--- src/rtl/bcd_addsub_serial_pkg.sv ---
// Shared types and digit helpers for the digit-serial BCD adder/subtractor.
package bcd_pkg;

    localparam int BCD_W = 4;

    typedef enum logic [1:0] {
        S_IDLE,
        S_CALC,
        S_NEGATE,
        S_DONE
    } bcd_as_state_t;

    function automatic logic [BCD_W-1:0] nines_comp(input logic [BCD_W-1:0] digit);
        return 4'd9 - digit;
    endfunction

    function automatic logic is_bcd(input logic [BCD_W-1:0] digit);
        return digit <= 4'd9;
    endfunction

endpackage

--- src/rtl/bcd_addsub_serial_digit_adder.sv ---
// Single-digit decimal adder: x + y + cin with BCD correction and carry out.
module bcd_digit_adder
    import bcd_pkg::*;
(
    input  logic [BCD_W-1:0] x,
    input  logic [BCD_W-1:0] y,
    input  logic             cin,
    output logic [BCD_W-1:0] digit,
    output logic             cout
);

    logic [BCD_W:0] raw_sum;

    always_comb begin
        raw_sum = {1'b0, x} + {1'b0, y} + {{BCD_W{1'b0}}, cin};
        digit   = raw_sum[BCD_W-1:0];
        cout    = 1'b0;
        // Adding 6 wraps sums 10..19 back into 0..9 within four bits
        if (raw_sum > 5'd9) begin
            digit = raw_sum[BCD_W-1:0] + 4'd6;
            cout  = 1'b1;
        end
    end

endmodule

--- src/rtl/bcd_addsub_serial.sv ---
// Digit-serial signed BCD add/subtract; negative differences are re-complemented
// to sign-magnitude in a second serial pass through the shared digit adder.
module bcd_addsub_serial
    import bcd_pkg::*;
#(
    parameter int DIGITS = 4
) (
    input  logic                    clk,
    input  logic                    rst_n,
    input  logic                    start,
    input  logic                    sub,
    input  logic [BCD_W*DIGITS-1:0] a,
    input  logic [BCD_W*DIGITS-1:0] b,
    output logic                    busy,
    output logic                    done,
    output logic [BCD_W*DIGITS-1:0] result,
    output logic                    negative,
    output logic                    overflow,
    output logic                    invalid
);

    localparam int IDX_W = (DIGITS > 1) ? $clog2(DIGITS) : 1;
    localparam logic [IDX_W-1:0] LAST_IDX = IDX_W'(DIGITS - 1);

    bcd_as_state_t           state;
    logic [BCD_W*DIGITS-1:0] a_reg;
    logic [BCD_W*DIGITS-1:0] b_reg;
    logic                    sub_reg;
    logic [IDX_W-1:0]        idx;
    logic                    carry;
    logic                    in_valid;

    logic [BCD_W-1:0] add_x;
    logic [BCD_W-1:0] add_y;
    logic             add_cin;
    logic [BCD_W-1:0] add_digit;
    logic             add_cout;

    always_comb begin
        in_valid = 1'b1;
        for (int unsigned i = 0; i < DIGITS; i++) begin
            if (!is_bcd(a[i*BCD_W +: BCD_W]) || !is_bcd(b[i*BCD_W +: BCD_W]))
                in_valid = 1'b0;
        end
    end

    // CALC feeds A and (possibly nines-complemented) B; NEGATE feeds 9 - r_i and 0
    always_comb begin
        add_x   = a_reg[idx*BCD_W +: BCD_W];
        add_y   = sub_reg ? nines_comp(b_reg[idx*BCD_W +: BCD_W])
                          : b_reg[idx*BCD_W +: BCD_W];
        add_cin = carry;
        if (state == S_NEGATE) begin
            add_x = nines_comp(result[idx*BCD_W +: BCD_W]);
            add_y = '0;
        end
    end

    bcd_digit_adder u_digit_adder (
        .x     (add_x),
        .y     (add_y),
        .cin   (add_cin),
        .digit (add_digit),
        .cout  (add_cout)
    );

    always_ff @(posedge clk or negedge rst_n) begin
        if (!rst_n) begin
            state    <= S_IDLE;
            busy     <= 1'b0;
            done     <= 1'b0;
            result   <= '0;
            negative <= 1'b0;
            overflow <= 1'b0;
            invalid  <= 1'b0;
            a_reg    <= '0;
            b_reg    <= '0;
            sub_reg  <= 1'b0;
            idx      <= '0;
            carry    <= 1'b0;
        end else begin
            done <= 1'b0;
            case (state)
                S_IDLE: begin
                    if (start) begin
                        a_reg    <= a;
                        b_reg    <= b;
                        sub_reg  <= sub;
                        result   <= '0;
                        negative <= 1'b0;
                        overflow <= 1'b0;
                        busy     <= 1'b1;
                        idx      <= '0;
                        carry    <= sub;
                        invalid  <= !in_valid;
                        state    <= in_valid ? S_CALC : S_DONE;
                    end
                end
                S_CALC: begin
                    result[idx*BCD_W +: BCD_W] <= add_digit;
                    carry <= add_cout;
                    idx   <= idx + 1'b1;
                    if (idx == LAST_IDX) begin
                        if (!sub_reg) begin
                            overflow <= add_cout;
                            state    <= S_DONE;
                        end else if (add_cout) begin
                            state <= S_DONE;
                        end else begin
                            // No end-around carry: A < B, so complement the difference
                            negative <= 1'b1;
                            idx      <= '0;
                            carry    <= 1'b1;
                            state    <= S_NEGATE;
                        end
                    end
                end
                S_NEGATE: begin
                    result[idx*BCD_W +: BCD_W] <= add_digit;
                    carry <= add_cout;
                    idx   <= idx + 1'b1;
                    if (idx == LAST_IDX)
                        state <= S_DONE;
                end
                S_DONE: begin
                    done  <= 1'b1;
                    busy  <= 1'b0;
                    state <= S_IDLE;
                end
                default: state <= S_IDLE;
            endcase
        end
    end

endmodule

--- config.mk ---
export PLATFORM = sky130hd
export DESIGN_NAME = bcd_addsub_serial
export DESIGN_NICKNAME = d
export VERILOG_FILES = /design/src/rtl/bcd_addsub_serial_pkg.sv /design/src/rtl/bcd_addsub_serial_digit_adder.sv /design/src/rtl/bcd_addsub_serial.sv
export SDC_FILE = /design/constraint.sdc
export NUM_CORES = 1
export LEC_CHECK = 0
export CORE_MARGIN = 4
export CORE_UTILIZATION = 54
export CTS_BUF_LIST = sky130_fd_sc_hd__clkbuf_8
export DETAILED_ROUTE_END_ITERATION = 8
export PLACE_DENSITY = 0.81
export SKIP_LAST_GASP = 1
export SLEW_MARGIN = 25
export SYNTH_ARGS = -nofsm -noshare
export SYNTH_HDL_FRONTEND = slang
export SYNTH_SLANG_ARGS = --single-unit
export TNS_END_PERCENT = 30
--- constraint.sdc ---
create_clock -name clk -period 6.6 [get_ports clk]
set_clock_uncertainty 0.1 [all_clocks]
set_input_delay 0.99 -clock clk [delete_from_list [all_inputs] [get_ports clk]]
set_output_delay 0.99 -clock clk [all_outputs]
set_load 0.02 [all_outputs]
==> results of run 1 <==
-- Yosys cell counts, types with 2 or more instances --
master and instances:
sky130_fd_sc_hd__a21oi_1 7, sky130_fd_sc_hd__o21a_1 2, sky130_fd_sc_hd__inv_1 17, sky130_fd_sc_hd__dfrtp_1 59, sky130_fd_sc_hd__nand4_1 2, sky130_fd_sc_hd__mux4_2 12
sky130_fd_sc_hd__nor3_1 4, sky130_fd_sc_hd__a22o_1 3, sky130_fd_sc_hd__xor2_1 2, sky130_fd_sc_hd__nand3b_1 2, sky130_fd_sc_hd__buf_4 2, sky130_fd_sc_hd__mux2i_1 3
sky130_fd_sc_hd__o21ai_0 29, sky130_fd_sc_hd__a31oi_1 3, sky130_fd_sc_hd__ha_1 15, sky130_fd_sc_hd__nand2_1 32, sky130_fd_sc_hd__buf_2 3, sky130_fd_sc_hd__mux2_2 33
sky130_fd_sc_hd__fa_1 2, sky130_fd_sc_hd__a21boi_2 2, sky130_fd_sc_hd__a211oi_1 2, sky130_fd_sc_hd__a211o_1 2, sky130_fd_sc_hd__nand3_1 4, sky130_fd_sc_hd__clkbuf_1 8
sky130_fd_sc_hd__nor2_1 19, sky130_fd_sc_hd__o22ai_1 2
-- metrics by stage --
| step | cells | utilization, % |
|---|---|---|
| 4_1_cts | 432 | 69.9 |
| 3_5_place_dp | 416 | 66.1 |
| 5_1_grt | 432 | 69.9 |
| 3_3_place_gp | 416 | 66.1 |
| 2_1_floorplan | 296 | - |
| 6_report | 432 | 69.9 |
-- worst max-delay path: cells and delay by family, from the launching register on --
kind,cells,cell delay (ns)
AO/OA/AOI/OAI,4,0.96
flip-flops,1,0.94
adder cells (fa/ha/maj),3,0.91
multiplexers,2,0.78
XOR/XNOR,1,0.25
buffers and inverters,2,0.15
AND/OR/NAND/NOR,1,0.06
-- worst max path at each step --
stage | startpoint | cells after the start | end
4_1_cts | idx[0]$_DFFE_PN0P_ | 13 | result[14]$_DFFE_PN0P_
3_5_place_dp | idx[0]$_DFFE_PN0P_ | 11 | overflow$_DFFE_PN0P_
6_report | idx[0]$_DFFE_PN0P_ | 13 | result[14]$_DFFE_PN0P_
2_1_floorplan | idx[0]$_DFFE_PN0P_ | 14 | result[14]$_DFFE_PN0P_
3_3_place_gp | idx[0]$_DFFE_PN0P_ | 13 | result[14]$_DFFE_PN0P_
5_1_grt | idx[0]$_DFFE_PN0P_ | 11 | overflow$_DFFE_PN0P_
-- layer usage --
metal  vias to the layer above  track usage [%]  wire length, microns  share of wire, %
met3                        15             6.75                   499               6.5
li1                       1177                -                     -                 -
met1                      1255             27.2                  3120                41
met4                         0             7.79                   143               1.9
met2                       102             36.9                  3890                51
met5                         -                0                     0                 0
-- cell families (layout without fill, tap and decap cells) --
kind of cell,count (synthesis),after routing,synth area share (%)
XOR/XNOR,4,4,1.29
AND/OR/NAND/NOR,72,72,9.83
buffers and inverters,31,92,3.86
multiplexers,48,48,20.3
flip-flops,59,59,44.6
AO/OA/AOI/OAI,65,65,13.2
adder cells (fa/ha/maj),17,17,6.88
-- cell type report --
| type | count | area (sq um) | area share (%) |
|---|---|---|---|
| clock buffers | 11 | 151 | 3.66 |
| clock inverters | 5 | 76.3 | 1.84 |
| well taps | 75 | 93.8 | 2.27 |
| flip-flops and latches | 59 | 1480 | 35.6 |
| multi-input cells | 206 | 1710 | 41.2 |
| inverters | 18 | 67.6 | 1.63 |
| repair buffers | 58 | 571 | 13.8 |
==> metrics.md, run 1 <==
| Metric | Value |
|---|---|
| Result of the run | `complete, no violations` |
| Maximum level of the CTS H-tree | `3` |
| Cell area after synthesis | `3310 sq um` |
| Longest Clk Path Bufs | `2` |
| Postcts setup bufs | `0` |
| Max Slew Vio Count | `0` |
| Number of DRC markers after the initial detailed-route iteration | `190` |
| Critical Path AT | `4.41 ns` |
| Dpl cell area | `3910 sq um` |
| Synth area leader | `sky130_fd_sc_hd__dfrtp_1` |
| Final setup margin | `2.37 ns` |
| Required time of the critical path | `6.78 ns` |
| Flip-flop and latch count after synthesis | `59` |
| Total non-filler cell area in the finished layout | `4140 sq um` |
| Most numerous cell on the critical path | `sky130_fd_sc_hd__ha_1` |
| Filler Cells Inserted | `437` |
| Number of antenna violations at the first check in global routing | `0` |
| Area fraction of the dominant cell type after synthesis | `44.6%` |
| Worst hold margin | `0.408 ns` |
| Synth async-reset ratio | `100%` |
| R2R depth | `13` |
| Headroom to the max-slew limit | `39.1%` |
| CP max FO | `19` |
| Average vias per placed instance | `5.90` |
| Hold path endpoint | `invalid$_DFFE_PN0P_` |
| Launch instance of the worst min-delay path | `invalid$_DFFE_PN0P_` |
| Top_reg_cell synth | `sky130_fd_sc_hd__dfrtp_1` |
| Number of nets in the finished design | `405` |
| Clock tree from TritonCTS | `yes` |
| Placer congestion estimate | `0.934` |
| Diodes inserted | `0` |
| Setup repair after global routing missed its margin | `no` |
| Post-route minimum period | `4.23 ns` |
| Delay of the slowest cell on the worst path | `0.94 ns` |
| Area of the die | `7450 sq um` |
| Number of detailed-routing iterations run before antenna repair | `5` |
| Wire length per cell | `17.7 microns` |
| Synth Area per Inst | `11.2 sq um` |
| Vias in the first global route | `2631` |
| Number of flops mapped to enable cells by yosys | `0` |
| Die Wd | `86.3 microns` |
| Achievable clock frequency | `236 MHz` |
| Number of cells produced by synthesis | `296` |
| Starting density of the core | `55.9%` |
| Count of yosys warnings during synthesis | `0` |
| Overall Global Routing Usage | `22.1%` |
| Critical register-to-register path startpoint | `idx[0]$_DFFE_PN0P_` |
| Count of hold-fix buffers inserted at cts | `0` |
| Leading post-synthesis cells by cell area | `sky130_fd_sc_hd__dfrtp_1, sky130_fd_sc_hd__mux2_2, sky130_fd_sc_hd__mux4_2` |
| Source-to-sink clock delay at the later pin of the worst-skew pair | `0.35 ns` |
| Type of the worst min-delay path | `flip-flop to flip-flop` |
| I/O pin count | `57` |
| DR DRC count | `0` |
| Clock root cell | `sky130_fd_sc_hd__clkbuf_8` |
| Half-perimeter wire length after detailed placement | `5650 microns` |
| Wire length of the first global-routing pass | `12600 microns` |
| Aggregate routed wire length | `7660 microns` |
| Nets in the synthesized netlist | `349` |
| Count of final hold-check violations | `0` |
| Number of cells on the worst hold path | `2` |
| Worst reg2reg setup slack | `2.37 ns` |
| Fraction of the yosys area taken by sequential cells | `44.6%` |
| Worst Path Class, Setup | `flip-flop to flip-flop` |
| Quantity of I/O buffers inserted on ports | `56` |
| Vertical die dimension | `86.3 microns` |
| Via count | `2549` |
| Cell breakdown of the critical path | `mux4_2 -> inv_1 -> ha_1 -> mux2i_1 -> nor2_1 -> ha_1 -> xor2_2 -> inv_2 -> ha_1 -> a221o_1 -> o32a_1 -> o21ai_2 -> a32o_1` |
| Worst-margin pin slew | `0.913 ns` |
| Cell Rows | `28` |
| Cell at the slowest stage of the critical path | `sky130_fd_sc_hd__dfrtp_1` |
| Reg clk slew, reported paths | `0.07 ns` |
| Number of max-cap violations | `0` |
| Number of setup violations in the final report | `0` |
| Core Area | `5920 sq um` |
| Antenna viol nets, final | `0` |
| Capture instance of the worst register-to-register path | `result[14]$_DFFE_PN0P_` |
| Crit share post-route | `64.2%` |
| Total gr overflow | `0` |
| Type of origin of the critical path | `flip-flop` |
| TNS Setup | `0 ns` |
| Largest net degree at the start of global routing | `60` |
| Endpoint class of the critical path | `flip-flop` |
| Fraction of final layout cells sized beyond drive strength 1 | `20.7%` |
| Number of CTS-inserted buffers | `9` |
| Leading cell type in the layout, fill and taps excluded | `sky130_fd_sc_hd__dfrtp_1` |
| Clock Sinks | `59` |
| Post_cts resized | `0` |
| Signed area change from the synthesized netlist to the final layout | `25.1%` |
| Pre-CTS WS | `2.40 ns` |
| Commonest cells after routing, fill and taps aside | `sky130_fd_sc_hd__dfrtp_1, sky130_fd_sc_hd__clkdlybuf4s50_1, sky130_fd_sc_hd__mux2_2, sky130_fd_sc_hd__nand2_1, sky130_fd_sc_hd__o21ai_0` |
| Count of distinct cell types in the synthesized netlist | `51` |
Power of run 1 is not shown: default switching activity piles up to over one toggle a cycle in this logic, so the estimate is an artifact.
==> run 2, diff against run 1 <==
--- a/config.mk
+++ b/config.mk
@@ -6,10 +6,10 @@
 export NUM_CORES = 1
 export LEC_CHECK = 0
 export CORE_MARGIN = 4
-export CORE_UTILIZATION = 54
+export CORE_UTILIZATION = 50
 export CTS_BUF_LIST = sky130_fd_sc_hd__clkbuf_8
 export DETAILED_ROUTE_END_ITERATION = 8
-export PLACE_DENSITY = 0.81
+export PLACE_DENSITY = 0.79
 export SKIP_LAST_GASP = 1
 export SLEW_MARGIN = 25
 export SYNTH_ARGS = -nofsm -noshare
==> constraint.sdc (replaced) <==
create_clock -name clk -period 3.7 [get_ports clk]
set_clock_uncertainty 0.1 [all_clocks]
set_input_delay 0.555 -clock clk [delete_from_list [all_inputs] [get_ports clk]]
set_output_delay 0.555 -clock clk [all_outputs]
set_load 0.02 [all_outputs]
==> metrics.md, run 2 (synthesis results as in run 1) <==
| Metric | Value |
|---|---|
| I/O pin count | `57` |
| Average vias per placed instance | `5.80` |
| Endpoint class of the critical path | `flip-flop` |
| Half-perimeter wire length after detailed placement | `5950 microns` |
| Worst-margin pin slew | `0.871 ns` |
| Met2 routing resource usage after global routing | `34.7%` |
| Longest Clk Path Bufs | `2` |
| Largest net degree at the start of global routing | `46` |
| Clock Sinks | `59` |
| Source-to-sink clock delay at the later pin of the worst-skew pair | `0.34 ns` |
| Number of nets in the finished design | `416` |
| Number of setup violations in the final report | `0` |
| Met3 global-route usage | `6.18%` |
| Global-route layer with the greatest usage | `met2` |
| Type of the worst min-delay path | `input pin to async pin` |
| Vias in the first global route | `2684` |
| DR DRC count | `0` |
| Fraction of final layout cells sized beyond drive strength 1 | `24.5%` |
| Worst Path Class, Setup | `flip-flop to flip-flop` |
| Number of DRC markers after the initial detailed-route iteration | `223` |
| Wire length of the first global-routing pass | `12500 microns` |
| Total gr overflow | `0` |
| Achievable clock frequency | `282 MHz` |
| Clock root cell | `sky130_fd_sc_hd__clkbuf_8` |
| Clock tree from TritonCTS | `yes` |
| R2R depth | `13` |
| Leading cell type in the layout, fill and taps excluded | `sky130_fd_sc_hd__dfrtp_1` |
| Count of final hold-check violations | `0` |
| Reg clk slew, reported paths | `0.07 ns` |
| Cell at the slowest stage of the critical path | `sky130_fd_sc_hd__mux4_2` |
| Maximum level of the CTS H-tree | `3` |
| Placed instance count | `428` |
| Quantity of I/O buffers inserted on ports | `56` |
| Delay of the slowest cell on the worst path | `0.52 ns` |
| Global routing met1 resource utilization | `25.3%` |
| Core Area | `6390 sq um` |
| Cell breakdown of the critical path | `buf_6 -> mux4_2 -> xor2_1 -> nand2_1 -> fa_2 -> inv_1 -> fa_2 -> inv_2 -> ha_2 -> a221o_1 -> o32a_1 -> o21ai_2 -> a32o_1` |
| Final core utilization | `65.7%` |
| Layout Cells excl Fill | `445` |
| Headroom to the max-slew limit | `41.1%` |
| Type of origin of the critical path | `flip-flop` |
| Most numerous cell on the critical path | `sky130_fd_sc_hd__fa_2` |
| Post-route minimum period | `3.55 ns` |
| Antenna viol nets, final | `0` |
| Crit share post-route | `95.9%` |
| Wire length per cell | `17.3 microns` |
| Overall Global Routing Usage | `20.9%` |
| Placer congestion estimate | `0.917` |
| Signed area change from the synthesized netlist to the final layout | `26.7%` |
| Commonest cells after routing, fill and taps aside | `sky130_fd_sc_hd__dfrtp_1, sky130_fd_sc_hd__clkdlybuf4s50_1, sky130_fd_sc_hd__mux2_2, sky130_fd_sc_hd__nand2_1, sky130_fd_sc_hd__o21ai_0` |
| Number of detailed-routing iterations run before antenna repair | `4` |
| Aggregate routed wire length | `7710 microns` |
| Setup repair after global routing missed its margin | `no` |
| Via count | `2583` |
| Critical Path AT | `3.72 ns` |
| Number of max-cap violations | `0` |
| TNS Setup | `0 ns` |
| Starting density of the core | `51.8%` |
| Diodes inserted | `0` |
| Max Slew Vio Count | `0` |
| Number of CTS-inserted buffers | `9` |
| CP max FO | `6` |
| Result of the run | `complete, no violations` |
| Required time of the critical path | `3.87 ns` |
| Area of the die | `7980 sq um` |
| Number of antenna violations at the first check in global routing | `0` |
| Cell Rows | `29` |
| Count of hold-fix buffers inserted at cts | `0` |
| Vertical die dimension | `89.4 microns` |
| Die Wd | `89.4 microns` |
[run 2: routing by layer]
| metal | share of wire (%) | vias up | wire [microns] |
|---|---|---|---|
| met4 | 2.6 | 0 | 201 |
| li1 | - | 1204 | - |
| met2 | 47 | 104 | 3660 |
| met5 | 0 | - | 0 |
| met1 | 43 | 1252 | 3340 |
| met3 | 6.6 | 23 | 509 |
[run 2: path summary, 6_finish.rpt]
check / to / startpoint / slack [ns]
worst max-delay path: result[14]$_DFFE_PN0P_ / idx[0]$_DFFE_PN0P_ / 0.15
worst min-delay path: result[4]$_DFFE_PN0P_ / rst_n / 0.12
worst max register to register: result[14]$_DFFE_PN0P_ / idx[0]$_DFFE_PN0P_ / 0.15
worst min register to register: a_reg[13]$_DFFE_PN0P_ / a_reg[13]$_DFFE_PN0P_ / 0.40
max in group asynchronous: b_reg[2]$_DFFE_PN0P_ / rst_n / 2.75
min in group clk: a_reg[13]$_DFFE_PN0P_ / a_reg[13]$_DFFE_PN0P_ / 0.40
[run 2: what timing repair did]
item                       in CTS  in global routing
buffers inserted                0                  1
gates resized for setup         0                  6
setup endpoints to repair       0                 14
[run 2: final cells by class]
class                      count  area, sq um
clock inverter                 5         28.8
clock buffer                  11          151
tap                           77         96.3
timing repair buffer          69          659
inverter                      18         67.6
fill                         519         2190
multi-input combinational    206         1710
sequential                    59         1480
[run 2: through the flow]
stage                     worst slack, ns  cell area [sq um]  hold WS (ns)
after floorplan                   0.00804               3310         0.159
after global placement              0.172               3990         0.380
after detailed placement           0.0682               3990         0.391
after CTS                          0.0261               4170         0.317
after global routing               0.0201               4190         0.164
final                               0.152               4190         0.118
[run 2: worst max-delay path: cells and delay by family (launching register included)]
family                     cells  cell delay (ns)
buffers and inverters          3             0.31
and+or+nand+nor                1             0.09
AOI/OAI and AO/OA              4             0.84
xor gates and xnor gates       1             0.16
adders and majority gates      3             1.10
muxes                          1             0.52
DFF                            1             0.36
Power of run 2 is left out for the same reason.
==> run 3, diff against run 2 <==
--- a/config.mk
+++ b/config.mk
@@ -15,4 +15,3 @@
 export SYNTH_ARGS = -nofsm -noshare
 export SYNTH_HDL_FRONTEND = slang
 export SYNTH_SLANG_ARGS = --single-unit
-export TNS_END_PERCENT = 30
==> results of run 3 <==
The final DEF is identical to that of run 2; final timing and power are the same.
Power of run 3 is left out for the same reason.
